==> src/rtl/adc_spi_pkg.sv <==
// Shared types and constants for the ADC128S SPI master.
// Holds the sequencer state enum and the command-word builder.
package adc_spi_pkg;

  localparam int FRAME_BITS  = 16;
  localparam int RESULT_BITS = 12;

  typedef enum logic [2:0] {
    IDLE,
    XFER1,
    GAP,
    XFER2,
    DONE
  } state_t;

  function automatic logic [FRAME_BITS-1:0] cmd_word(
    input logic [2:0] ch
  );
    return {2'b00, ch, 11'h000};
  endfunction

endpackage

==> src/rtl/spi_frame_engine.sv <==
// One 16-bit SPI frame: SCLK divider, shift register, edge count, SS_n.
// Started by a one-clock start pulse; reports completion with a done pulse.
module spi_frame_engine
  import adc_spi_pkg::*;
#(
  parameter int SCLK_DIV = 32
) (
  input  logic                   clk,
  input  logic                   rst,
  input  logic                   start,
  input  logic [FRAME_BITS-1:0]  cmd,
  input  logic                   miso,
  output logic                   sclk,
  output logic                   ss_n,
  output logic                   mosi,
  output logic                   done,
  output logic [RESULT_BITS-1:0] rx_data
);

  localparam int DW = $clog2(SCLK_DIV);
  localparam logic [DW-1:0] CNT_LOAD = DW'(SCLK_DIV * 3 / 4 - 1);
  localparam logic [DW-1:0] CNT_RISE = DW'(SCLK_DIV / 2 - 1);
  localparam logic [DW-1:0] CNT_MAX  = '1;
  localparam logic [4:0]    LAST_EDGE = 5'(FRAME_BITS);

  logic                  run;
  logic [DW-1:0]         cnt;
  logic [4:0]            rises;
  logic [FRAME_BITS-1:0] sh;

  assign rx_data = sh[RESULT_BITS-1:0];

  always_ff @(posedge clk or posedge rst) begin
    if (rst) begin
      run   <= 1'b0;
      cnt   <= '0;
      rises <= '0;
      sh    <= '0;
      sclk  <= 1'b1;
      ss_n  <= 1'b1;
      mosi  <= 1'b0;
      done  <= 1'b0;
    end else begin
      done <= 1'b0;
      if (!run) begin
        sclk <= 1'b1;
        mosi <= 1'b0;
        if (start) begin
          run   <= 1'b1;
          ss_n  <= 1'b0;
          cnt   <= CNT_LOAD;
          rises <= '0;
          sh    <= cmd;
        end
      end else begin
        cnt <= cnt + 1'b1;
        // after the last rising edge SCLK stays high for the back porch
        if (rises == LAST_EDGE) begin
          if (cnt == CNT_MAX) begin
            run  <= 1'b0;
            ss_n <= 1'b1;
            done <= 1'b1;
            mosi <= 1'b0;
          end
        end else if (cnt == CNT_MAX) begin
          sclk <= 1'b0;
          mosi <= sh[FRAME_BITS-1];
          sh   <= {sh[FRAME_BITS-2:0], 1'b0};
        end else if (cnt == CNT_RISE) begin
          sclk  <= 1'b1;
          sh[0] <= miso;
          rises <= rises + 1'b1;
        end
      end
    end
  end

endmodule

==> src/rtl/adc128s_spi_master.sv <==
// Two-frame ADC128S conversion sequencer around spi_frame_engine.
// Define ADC_SINGLE_XFER_EN for a single pipelined frame per request.
module adc128s_spi_master
  import adc_spi_pkg::*;
#(
  parameter int SCLK_DIV = 32,
  parameter int GAP_CLKS = 32
) (
  input  logic                   clk,
  input  logic                   rst,
  input  logic [2:0]             channel,
  input  logic                   start_cnv,
  output logic [RESULT_BITS-1:0] result,
  output logic                   cnv_complete,
  input  logic                   MISO,
  output logic                   MOSI,
  output logic                   SCLK,
  output logic                   SS_n
);

  localparam int GW = $clog2(GAP_CLKS + 1);
  localparam logic [GW-1:0] GAP_LAST = GW'(GAP_CLKS - 3);

  state_t                 state;
  logic [2:0]             ch_q;
  logic [GW-1:0]          gap_cnt;
  logic                   eng_start;
  logic                   eng_done;
  logic [RESULT_BITS-1:0] eng_rx;

  spi_frame_engine #(
    .SCLK_DIV(SCLK_DIV)
  ) u_eng (
    .clk     (clk),
    .rst     (rst),
    .start   (eng_start),
    .cmd     (cmd_word(ch_q)),
    .miso    (MISO),
    .sclk    (SCLK),
    .ss_n    (SS_n),
    .mosi    (MOSI),
    .done    (eng_done),
    .rx_data (eng_rx)
  );

  always_ff @(posedge clk or posedge rst) begin
    if (rst) begin
      state        <= IDLE;
      ch_q         <= '0;
      gap_cnt      <= '0;
      eng_start    <= 1'b0;
      result       <= '0;
      cnv_complete <= 1'b0;
    end else begin
      eng_start <= 1'b0;
      unique case (state)
        IDLE: begin
          if (start_cnv) begin
            ch_q         <= channel;
            cnv_complete <= 1'b0;
            eng_start    <= 1'b1;
`ifdef ADC_SINGLE_XFER_EN
            state        <= XFER2;
`else
            state        <= XFER1;
`endif
          end
        end
        XFER1: begin
          if (eng_done) begin
            gap_cnt <= '0;
            state   <= GAP;
          end
        end
        GAP: begin
          // start is issued early so SS_n stays high GAP_CLKS clocks
          gap_cnt <= gap_cnt + 1'b1;
          if (gap_cnt == GAP_LAST) begin
            eng_start <= 1'b1;
            state     <= XFER2;
          end
        end
        XFER2: begin
          if (eng_done) state <= DONE;
        end
        DONE: begin
          result       <= eng_rx;
          cnv_complete <= 1'b1;
          state        <= IDLE;
        end
        default: state <= IDLE;
      endcase
    end
  end

endmodule

==> config.mk <==
export PLATFORM = sky130hd
export DESIGN_NAME = adc128s_spi_master
export DESIGN_NICKNAME = d
export VERILOG_FILES = /design/src/rtl/adc_spi_pkg.sv /design/src/rtl/spi_frame_engine.sv /design/src/rtl/adc128s_spi_master.sv
export SDC_FILE = /design/constraint.sdc
export NUM_CORES = 1
export LEC_CHECK = 0
export ABC_CLOCK_PERIOD_IN_PS = 2150
export BUFFER_PORTS_ARGS = -buffer_cell sky130_fd_sc_hd__buf_2
export CAP_MARGIN = 20
export CORE_MARGIN = 1
export CORE_UTILIZATION = 50
export CTS_BUF_LIST = sky130_fd_sc_hd__clkbuf_4
export DETAILED_ROUTE_END_ITERATION = 16
export HOLD_SLACK_MARGIN = 0.12
export PLACE_DENSITY_LB_ADDON = 0.1
export SLEW_MARGIN = 20
export SYNTH_ARGS = -nofsm -noshare
export SYNTH_HDL_FRONTEND = slang
export SYNTH_SLANG_ARGS = --single-unit
==> constraint.sdc <==
create_clock -name clk -period 2.15 [get_ports clk]
set_input_delay 0.43 -clock clk [delete_from_list [all_inputs] [get_ports clk]]
set_output_delay 0.43 -clock clk [all_outputs]
set_load 0.02 [all_outputs]
==> results of run 1 <==
==> flip-flops by register name (all words and copies together), names as in the netlist <==
name / cells
u_eng.run: 1
result: 12
ch_q: 3
state: 3
u_eng.done: 1
u_eng.ss_n: 1
u_eng.cnt: 5
gap_cnt: 6
cnv_complete: 1
u_eng.rises: 5
eng_start: 1
u_eng.sh: 16
u_eng.sclk: 1
u_eng.mosi: 1
==> through the flow <==
| stage | setup WS, ps | total power [W] | utilization | instances |
|---|---|---|---|---|
| after floorplan | 166.8 | 0.001130 | - | 265 |
| after global placement | 125.8 | 0.001151 | 0.5524 | 351 |
| after detailed placement | 68.83 | 0.001152 | 0.5524 | 351 |
| after CTS | 51.06 | 0.001806 | 0.5742 | 368 |
| after global routing | 11.50 | 0.001855 | 0.5760 | 369 |
| final | 128.2 | 0.001781 | 0.5760 | 369 |
==> critical path, stage by stage, from the launching register on <==
cell      delay (ps)
dfrtp_1          390
ha_1             220
and3_1           230
ha_2             210
nand2b_4         160
a31o_2           240
or3b_2           450
==> cells in the final DEF (no fill, tap or decap), types with 3 or more instances in the layout <==
master	instances
nand2b_1	3
nand2_1	41
buf_2	22
nor3_1	3
clkbuf_4	12
dfrtp_1	55
mux2i_1	5
a211oi_1	3
or3_1	3
buf_4	9
a221oi_1	3
ha_1	7
nor3b_1	4
nand4_1	12
nor2_1	11
o211ai_1	12
a21oi_1	7
inv_1	6
nand3_1	9
mux2_2	18
o22ai_1	3
==> synthesized netlist by cell type (5+ instances only) <==
library cell	number
mux2_2	18
mux2i_1	5
nand4_1	12
buf_2	6
inv_1	7
nand3_1	9
nand2_1	41
ha_1	8
a21oi_1	7
nor2_1	11
clkbuf_1	5
o211ai_1	12
dfrtp_1	55
==> how the worst max path moves through the flow <==
stage / from / endpoint / slack [ps] / cells past startpoint
2_1_floorplan: u_eng.cnt[0] / u_eng.rises[3] / 170 / 6
3_3_place_gp: u_eng.cnt[0] / u_eng.rises[3] / 130 / 6
3_5_place_dp: u_eng.cnt[0] / u_eng.rises[3] / 70 / 6
4_1_cts: u_eng.cnt[0] / u_eng.rises[3] / 50 / 6
5_1_grt: u_eng.cnt[1] / u_eng.sh[3] / 10 / 5
6_report: u_eng.cnt[0] / u_eng.rises[3] / 130 / 6
==> power by group through the flow <==
| stage | sequential, W | combinational, W | clock [W] |
|---|---|---|---|
| floorplan | 0.00111 | 0.0000253 | 0 |
| global placement | 0.00111 | 0.0000450 | 0 |
| detailed placement | 0.00111 | 0.0000458 | 0 |
| CTS | 0.00108 | 0.0000473 | 0.000674 |
| global route | 0.00109 | 0.0000520 | 0.000717 |
| finish | 0.00108 | 0.0000446 | 0.000652 |
==> cell type report <==
type / instances / area share
clock buffers: 12 / 0.02840
clock inverters: 4 / 0.006312
inverters: 8 / 0.009467
multi-input cells: 183 / 0.4114
flip-flops and latches: 57 / 0.4505
well taps: 72 / 0.02840
repair buffers: 33 / 0.06548
==> logic make-up (layout without fill, tap and decap cells) <==
family,Yosys count,count (layout),share of synthesized area
mux,23,23,0.08852
fa+ha+maj,8,8,0.03506
compound gates,42,42,0.1052
simple gates,107,107,0.2182
xor+xnor,3,3,0.009204
buf+inv,25,57,0.04338
flops,57,57,0.5004
==> per-layer routing <==
metal  part of all wire  global-route usage  up-vias
li1                   -                   -     1027
met4              0.019              0.1075        0
met5                  0                   0        -
met3              0.040             0.04353       11
met1               0.48              0.2822     1000
met2               0.47              0.3080       36
==> timing repair <==
| item | CTS | global route |
|---|---|---|
| hold buffers | 1 | 0 |
| hold endpoints to repair | 14 | 0 |
| gates resized for setup | 0 | 1 |
| setup endpoints to repair | 0 | 8 |
| buffers inserted | 0 | 1 |
==> flow_summary.rst, run 1 <==
.. list-table::
   :header-rows: 1

   * - Metric
     - Value
   * - Post-synthesis instance area
     - between 0.002 and 0.003 mm2
   * - Worst R2R Setup Slack
     - between 100 and 150 ps
   * - Die area
     - around 0.0060 mm2
   * - DRC Markers
     - 0
   * - Maximum net fanout on the critical path
     - 6
   * - Number of global-route vias before repair
     - about 2.0k
   * - Count of flip-flops with a built-in enable after synthesis
     - 0
   * - Number of search-and-repair iterations in the first detailed-routing pass
     - 4
   * - Worst hold slack
     - around 280 ps
   * - Switching power of the nets
     - ~0.00042 W
   * - Flip-flop and latch count after synthesis
     - 57
   * - Starting utilization of the core area
     - 0.5185
   * - Final ANT Viol Nets
     - 0
   * - Placement row count
     - 27
   * - Cells on Worst Hold Path
     - 2
   * - Critical path start-end classification
     - reg -> reg
   * - Unrepaired setup endpoints after global routing
     - no
   * - Grt ovf
     - 0
   * - Worst reg2reg endpoint
     - u_eng.rises[3]
   * - Most frequently used flop master after synthesis
     - dfrtp_1
   * - Comb pwr share
     - 0.025
   * - Share of final-layout standard cells stronger than drive strength 1
     - 0.2593
   * - Synthesis Warnings
     - 0
   * - Library cell with the largest summed area after synthesis
     - dfrtp_1
   * - Achievable frequency
     - slightly below 500 MHz
   * - GRT Resource Usage Total
     - 0.2064
   * - Reg clk slew, reported paths
     - around 90 ps
   * - Routed WL per cell
     - around 15 um
   * - Worst Reg2Reg Path Length in Cells
     - 6
   * - Maximum number of pins on one net before global-route repair
     - 44
   * - Number of nets in the final layout
     - roughly 310
   * - Area share of the leading cell type in the synthesized netlist
     - 0.4820
   * - Width of the die
     - roughly 78 um
   * - Largest clock skew in the final design
     - just under 10 ps
   * - Total negative slack
     - 0 ps
   * - Quantity of I/O buffers inserted on ports
     - 22
   * - Clk network pwr share
     - 0.366
   * - Switching fraction of total power
     - 0.2345
   * - Standby leakage power
     - approximately 1.5 nW
   * - Cts bufs inserted
     - 9
   * - Number of distinct library cell variants in the gate-level netlist after synthesis
     - 53
   * - Shortest period the worst path allows
     - slightly above 2000 ps
   * - CTS Buffer Depth
     - 2
   * - CTS tree
     - built
   * - Post-Synthesis Net Count
     - 280
   * - CTS sink count
     - 57
   * - Estimated wirelength of the detail-placed design
     - between 3 and 4 mm
   * - Worst vdd rail ir drop
     - ~330 uV
   * - Design area
     - roughly 0.0032 mm2
   * - Data required time at the worst endpoint
     - around 2400 ps
   * - Worst hold endpoint
     - ch_q[2]
   * - Global-route wire length before repair
     - around 9.5 mm
   * - Proportion of synthesized flip-flops having asynchronous set or reset
     - 1.000
   * - Endpoint type of the worst setup path
     - register
   * - Core ar.
     - 0.005507 mm2
   * - Starting DRT DRC Count
     - roughly 130
   * - Post-Syn Area per Cell
     - between 10 and 15 um2
   * - Filler Cells Inserted
     - just under 500
   * - Max-slew headroom at the worst pin
     - 0.6589
   * - Post-Syn Instances
     - between 200 and 300
   * - Max-Cap Viols
     - 0
   * - Worst min path class
     - in -> reg
   * - Overall routed net length
     - 5.478 mm
   * - Worst flop-to-flop path startpoint
     - u_eng.cnt[0]
   * - Worst hold start
     - channel[2]
   * - Reg area
     - between 0.001 and 0.0015 mm2
   * - Number of antenna violations at the first check in global routing
     - 0
   * - Part of the total power dissipated in sequential elements
     - 0.609
   * - Area of the multi-input gates
     - between 0.001 and 0.0015 mm2
   * - Library cell used as clock root buffer
     - clkbuf_4
   * - Period Utilization, post-route
     - 0.9404
   * - Sequential element share of the synthesized area
     - 0.5004
   * - Area growth syn-to-layout
     - 11.09%
   * - DR vias
     - just over 2k
   * - Max-slew violation count
     - 0
   * - Run status
     - finished clean
   * - Placed inst area
     - around 0.0030 mm2
   * - Cell internal power dissipation
     - ~0.0014 W
   * - Source-to-sink clock delay at the later pin of the worst-skew pair
     - between 300 and 400 ps
   * - Count of antenna diodes in the layout
     - 0
   * - Routed via count divided by cell count
     - ~5.6
   * - Number of ports placed on the die boundary
     - 23
   * - Number of setup violations in the final report
     - 0
   * - Pwr dens
     - about 560 mW/mm2
   * - Count of endpoints failing hold in the final timing report
     - 0
   * - Transition time of the tightest slew-check pin
     - 511.7 ps
   * - Max H-tree Level
     - 3
   * - Routability-driven placement congestion ratio
     - approximately 0.74
   * - Startpoint kind of the worst setup timing path
     - register
   * - Crit path DAT
     - ~2300 ps
   * - Floorplan die height
     - 77.57 um
   * - Top cells by area in the synthesized netlist
     - dfrtp_1 (48%), mux2_2 (7.1%), nand2_1 (5.4%)
Power figures use the tool's default switching activity.
==> inputs of run 2 (changes only) <==
- ABC_CLOCK_PERIOD_IN_PS: 2150 -> 2000
- clock period: 2.15 -> 2 ns (I/O delays scaled with it)
==> flow_summary.rst, run 2 (same netlist as run 1, synthesis figures left out) <==
.. list-table::
   :header-rows: 1

   * - Metric
     - Value
   * - Number of antenna violations at the first check in global routing
     - 0 (unchanged)
   * - Maximum number of pins on one net before global-route repair
     - 44 (unchanged)
   * - Unrepaired setup endpoints after global routing
     - no
   * - Quantity of I/O buffers inserted on ports
     - 22 (unchanged)
   * - DR vias
     - 2,068 (-0.29%)
   * - Clk network pwr share
     - 0.392 (+0.026)
   * - Maximum net fanout on the critical path
     - 3 (-3)
   * - CTS tree
     - built
   * - Comb pwr share
     - 0.024 (about the same)
   * - Startpoint kind of the worst setup timing path
     - register
   * - Cts bufs inserted
     - 9 (unchanged)
   * - Achievable frequency
     - 522.1 MHz (+5.6%)
   * - Number of global-route vias before repair
     - 2,004 (+1.1%)
   * - Register with the most flip-flops
     - u_eng.sh
   * - Count of endpoints failing hold in the final timing report
     - 0 (unchanged)
   * - Worst hold slack
     - 231.4 ps (-46.69 ps)
   * - Routed via count divided by cell count
     - 5.544 (-1.4%)
   * - Routability-driven placement congestion ratio
     - 0.7247 (-2.3%)
   * - Part of the total power dissipated in sequential elements
     - 0.584 (-0.025)
   * - Period Utilization, post-route
     - 0.9576 (+0.01724)
   * - Run status
     - finished clean
   * - Shortest period the worst path allows
     - 1915 ps (-106.6 ps)
   * - Worst Reg2Reg Path Length in Cells
     - 6 (unchanged)
   * - Number of nets in the final layout
     - 312 (+1.6%)
   * - Starting DRT DRC Count
     - 126 (-2.3%)
   * - Largest clock skew in the final design
     - 10.71 ps (+0.8762 ps)
   * - Data required time at the worst endpoint
     - 2290 ps (-120 ps)
   * - CTS sink count
     - 57 (unchanged)
   * - Switching fraction of total power
     - 0.2211 (-0.01341)
   * - Reg clk slew, reported paths
     - 100 ps (about the same)
   * - Starting utilization of the core area
     - 0.5185 (unchanged)
   * - Cells on Worst Hold Path
     - 2 (unchanged)
   * - Max-Cap Viols
     - 0 (unchanged)
   * - Pwr dens
     - 618.3 mW/mm2 (+10%)
   * - Endpoint type of the worst setup path
     - register
   * - Overall routed net length
     - 5.311 mm (-3.0%)
   * - GRT Resource Usage Total
     - 0.2079 (+0.001443)
   * - Worst R2R Setup Slack
     - 80 ps (-40 ps)
   * - Floorplan die height
     - 77.57 um (unchanged)
   * - Width of the die
     - 77.57 um (unchanged)
   * - Total negative slack
     - 0 ps (unchanged)
   * - Cell internal power dissipation
     - 0.001554 W (+14%)
   * - Placement row count
     - 27 (unchanged)
   * - Max-slew violation count
     - 0 (unchanged)
   * - Biggest regs
     - u_eng.sh (16), result (12), gap_cnt (6)
   * - Final ANT Viol Nets
     - 0 (unchanged)
   * - Count of antenna diodes in the layout
     - 0 (unchanged)
   * - Transition time of the tightest slew-check pin
     - 465.1 ps (-46.59 ps)
   * - Worst min path class
     - in -> reg
   * - Source-to-sink clock delay at the later pin of the worst-skew pair
     - 400 ps (about the same)
   * - Number of search-and-repair iterations in the first detailed-routing pass
     - 4 (unchanged)
   * - Filler Cells Inserted
     - 478 (-1.6%)
   * - Core ar.
     - 0.005507 mm2 (unchanged)
   * - Area growth syn-to-layout
     - 13.01%
   * - Number of ports placed on the die boundary
     - 23 (unchanged)
   * - Most used cells in the layout excluding fill and tap cells
     - dfrtp_1 (55), nand2_1 (41), buf_2 (22)
   * - Estimated wirelength of the detail-placed design
     - 3.641 mm (-1.1%)
   * - Global-route wire length before repair
     - 9.535 mm (unchanged)
   * - Routed WL per cell
     - 14.24 um (-4.1%)
   * - Library cell used as clock root buffer
     - clkbuf_4
   * - CTS Buffer Depth
     - 2 (unchanged)
   * - Grt ovf
     - 0 (unchanged)
   * - Worst vdd rail ir drop
     - 380.5 uV (+16%)
   * - DRC Markers
     - 0 (unchanged)
   * - Critical path start-end classification
     - reg -> reg
   * - Number of setup violations in the final report
     - 0 (unchanged)
   * - Most frequent standard cell in the layout excluding fill and tap cells
     - dfrtp_1
   * - Share of final-layout standard cells stronger than drive strength 1
     - 0.2724 (+0.01317)
   * - Die area
     - 0.006016 mm2 (unchanged)
   * - Standby leakage power
     - 1.491 nW (+2.2%)
   * - Max H-tree Level
     - 3 (unchanged)
   * - Max-slew headroom at the worst pin
     - 0.6899 (+0.03106)
   * - Switching power of the nets
     - 0.0004411 W (+5.6%)
   * - Max FFs per register
     - 16 (unchanged)
   * - Crit path DAT
     - 2200 ps (-80 ps)
==> run 2: path summary, 6_finish.rpt <==
kind | from | to
setup / recovery | u_eng.cnt[0] | u_eng.rises[3]
setup reg to reg | u_eng.cnt[0] | u_eng.rises[3]
max in group asynchronous | rst | u_eng.sclk
min in group asynchronous | rst | result[6]
hold reg to reg | gap_cnt[5] | gap_cnt[5]
hold / removal | channel[1] | ch_q[1]
==> run 2: worst max-delay path, stage by stage, from the launching register on <==
cell and delay, ps:
dfrtp_1 390, ha_2 200, and3_4 190, ha_1 200
nand2b_4 150, a31o_2 240, or3b_2 450
==> run 2: layout make-up <==
type                    instances  area [um2]  area share
flip-flops and latches         57        1429      0.4428
multi-input cells             183        1310      0.4060
repair buffers                 38       245.2     0.07600
well taps                      72       90.09     0.02792
clock buffers                  10       75.07     0.02326
clock inverters                 5       47.55     0.01473
inverters                       8       30.03    0.009306
==> run 2: power groups by stage <==
stage | Clock [W] | Combinational [W] | Sequential [W]
final | 0.000782 | 0.0000476 | 0.00117
after global routing | 0.000858 | 0.0000563 | 0.00117
after CTS | 0.000810 | 0.0000500 | 0.00117
after detailed placement | 0 | 0.0000485 | 0.00119
after global placement | 0 | 0.0000484 | 0.00119
after floorplan | 0 | 0.0000272 | 0.00119
==> run 2: metal layers <==
metal  wire length [um]  share of wire  vias to the layer above  GRT usage
met3                155          0.029                       13    0.04588
met1               2667           0.50                      995     0.2909
met4                122          0.023                        0     0.1113
met2               2365           0.45                       29     0.3000
li1                   -              -                     1031          -
met5                  0              0                        -          0
==> run 2: per-stage QoR <==
stage	worst slack [ps]	util	cells	power (W)	area (um2)
2_1_floorplan	16.79	-	265	0.001215	2855
3_3_place_gp	57.65	0.5592	356	0.001237	3079
3_5_place_dp	8.195	0.5592	356	0.001237	3079
4_1_cts	5.262	0.5846	373	0.002026	3219
5_1_grt	8.998	0.5860	373	0.002082	3227
6_report	84.81	0.5860	373	0.001995	3227
==> run 2: repair_timing <==
action	in CTS	in global routing
buffers inserted	1	0
hold endpoints to repair	14	0
cloned	0	0
hold buffers	1	0
resized for setup	0	2
setup endpoints to repair	1	1
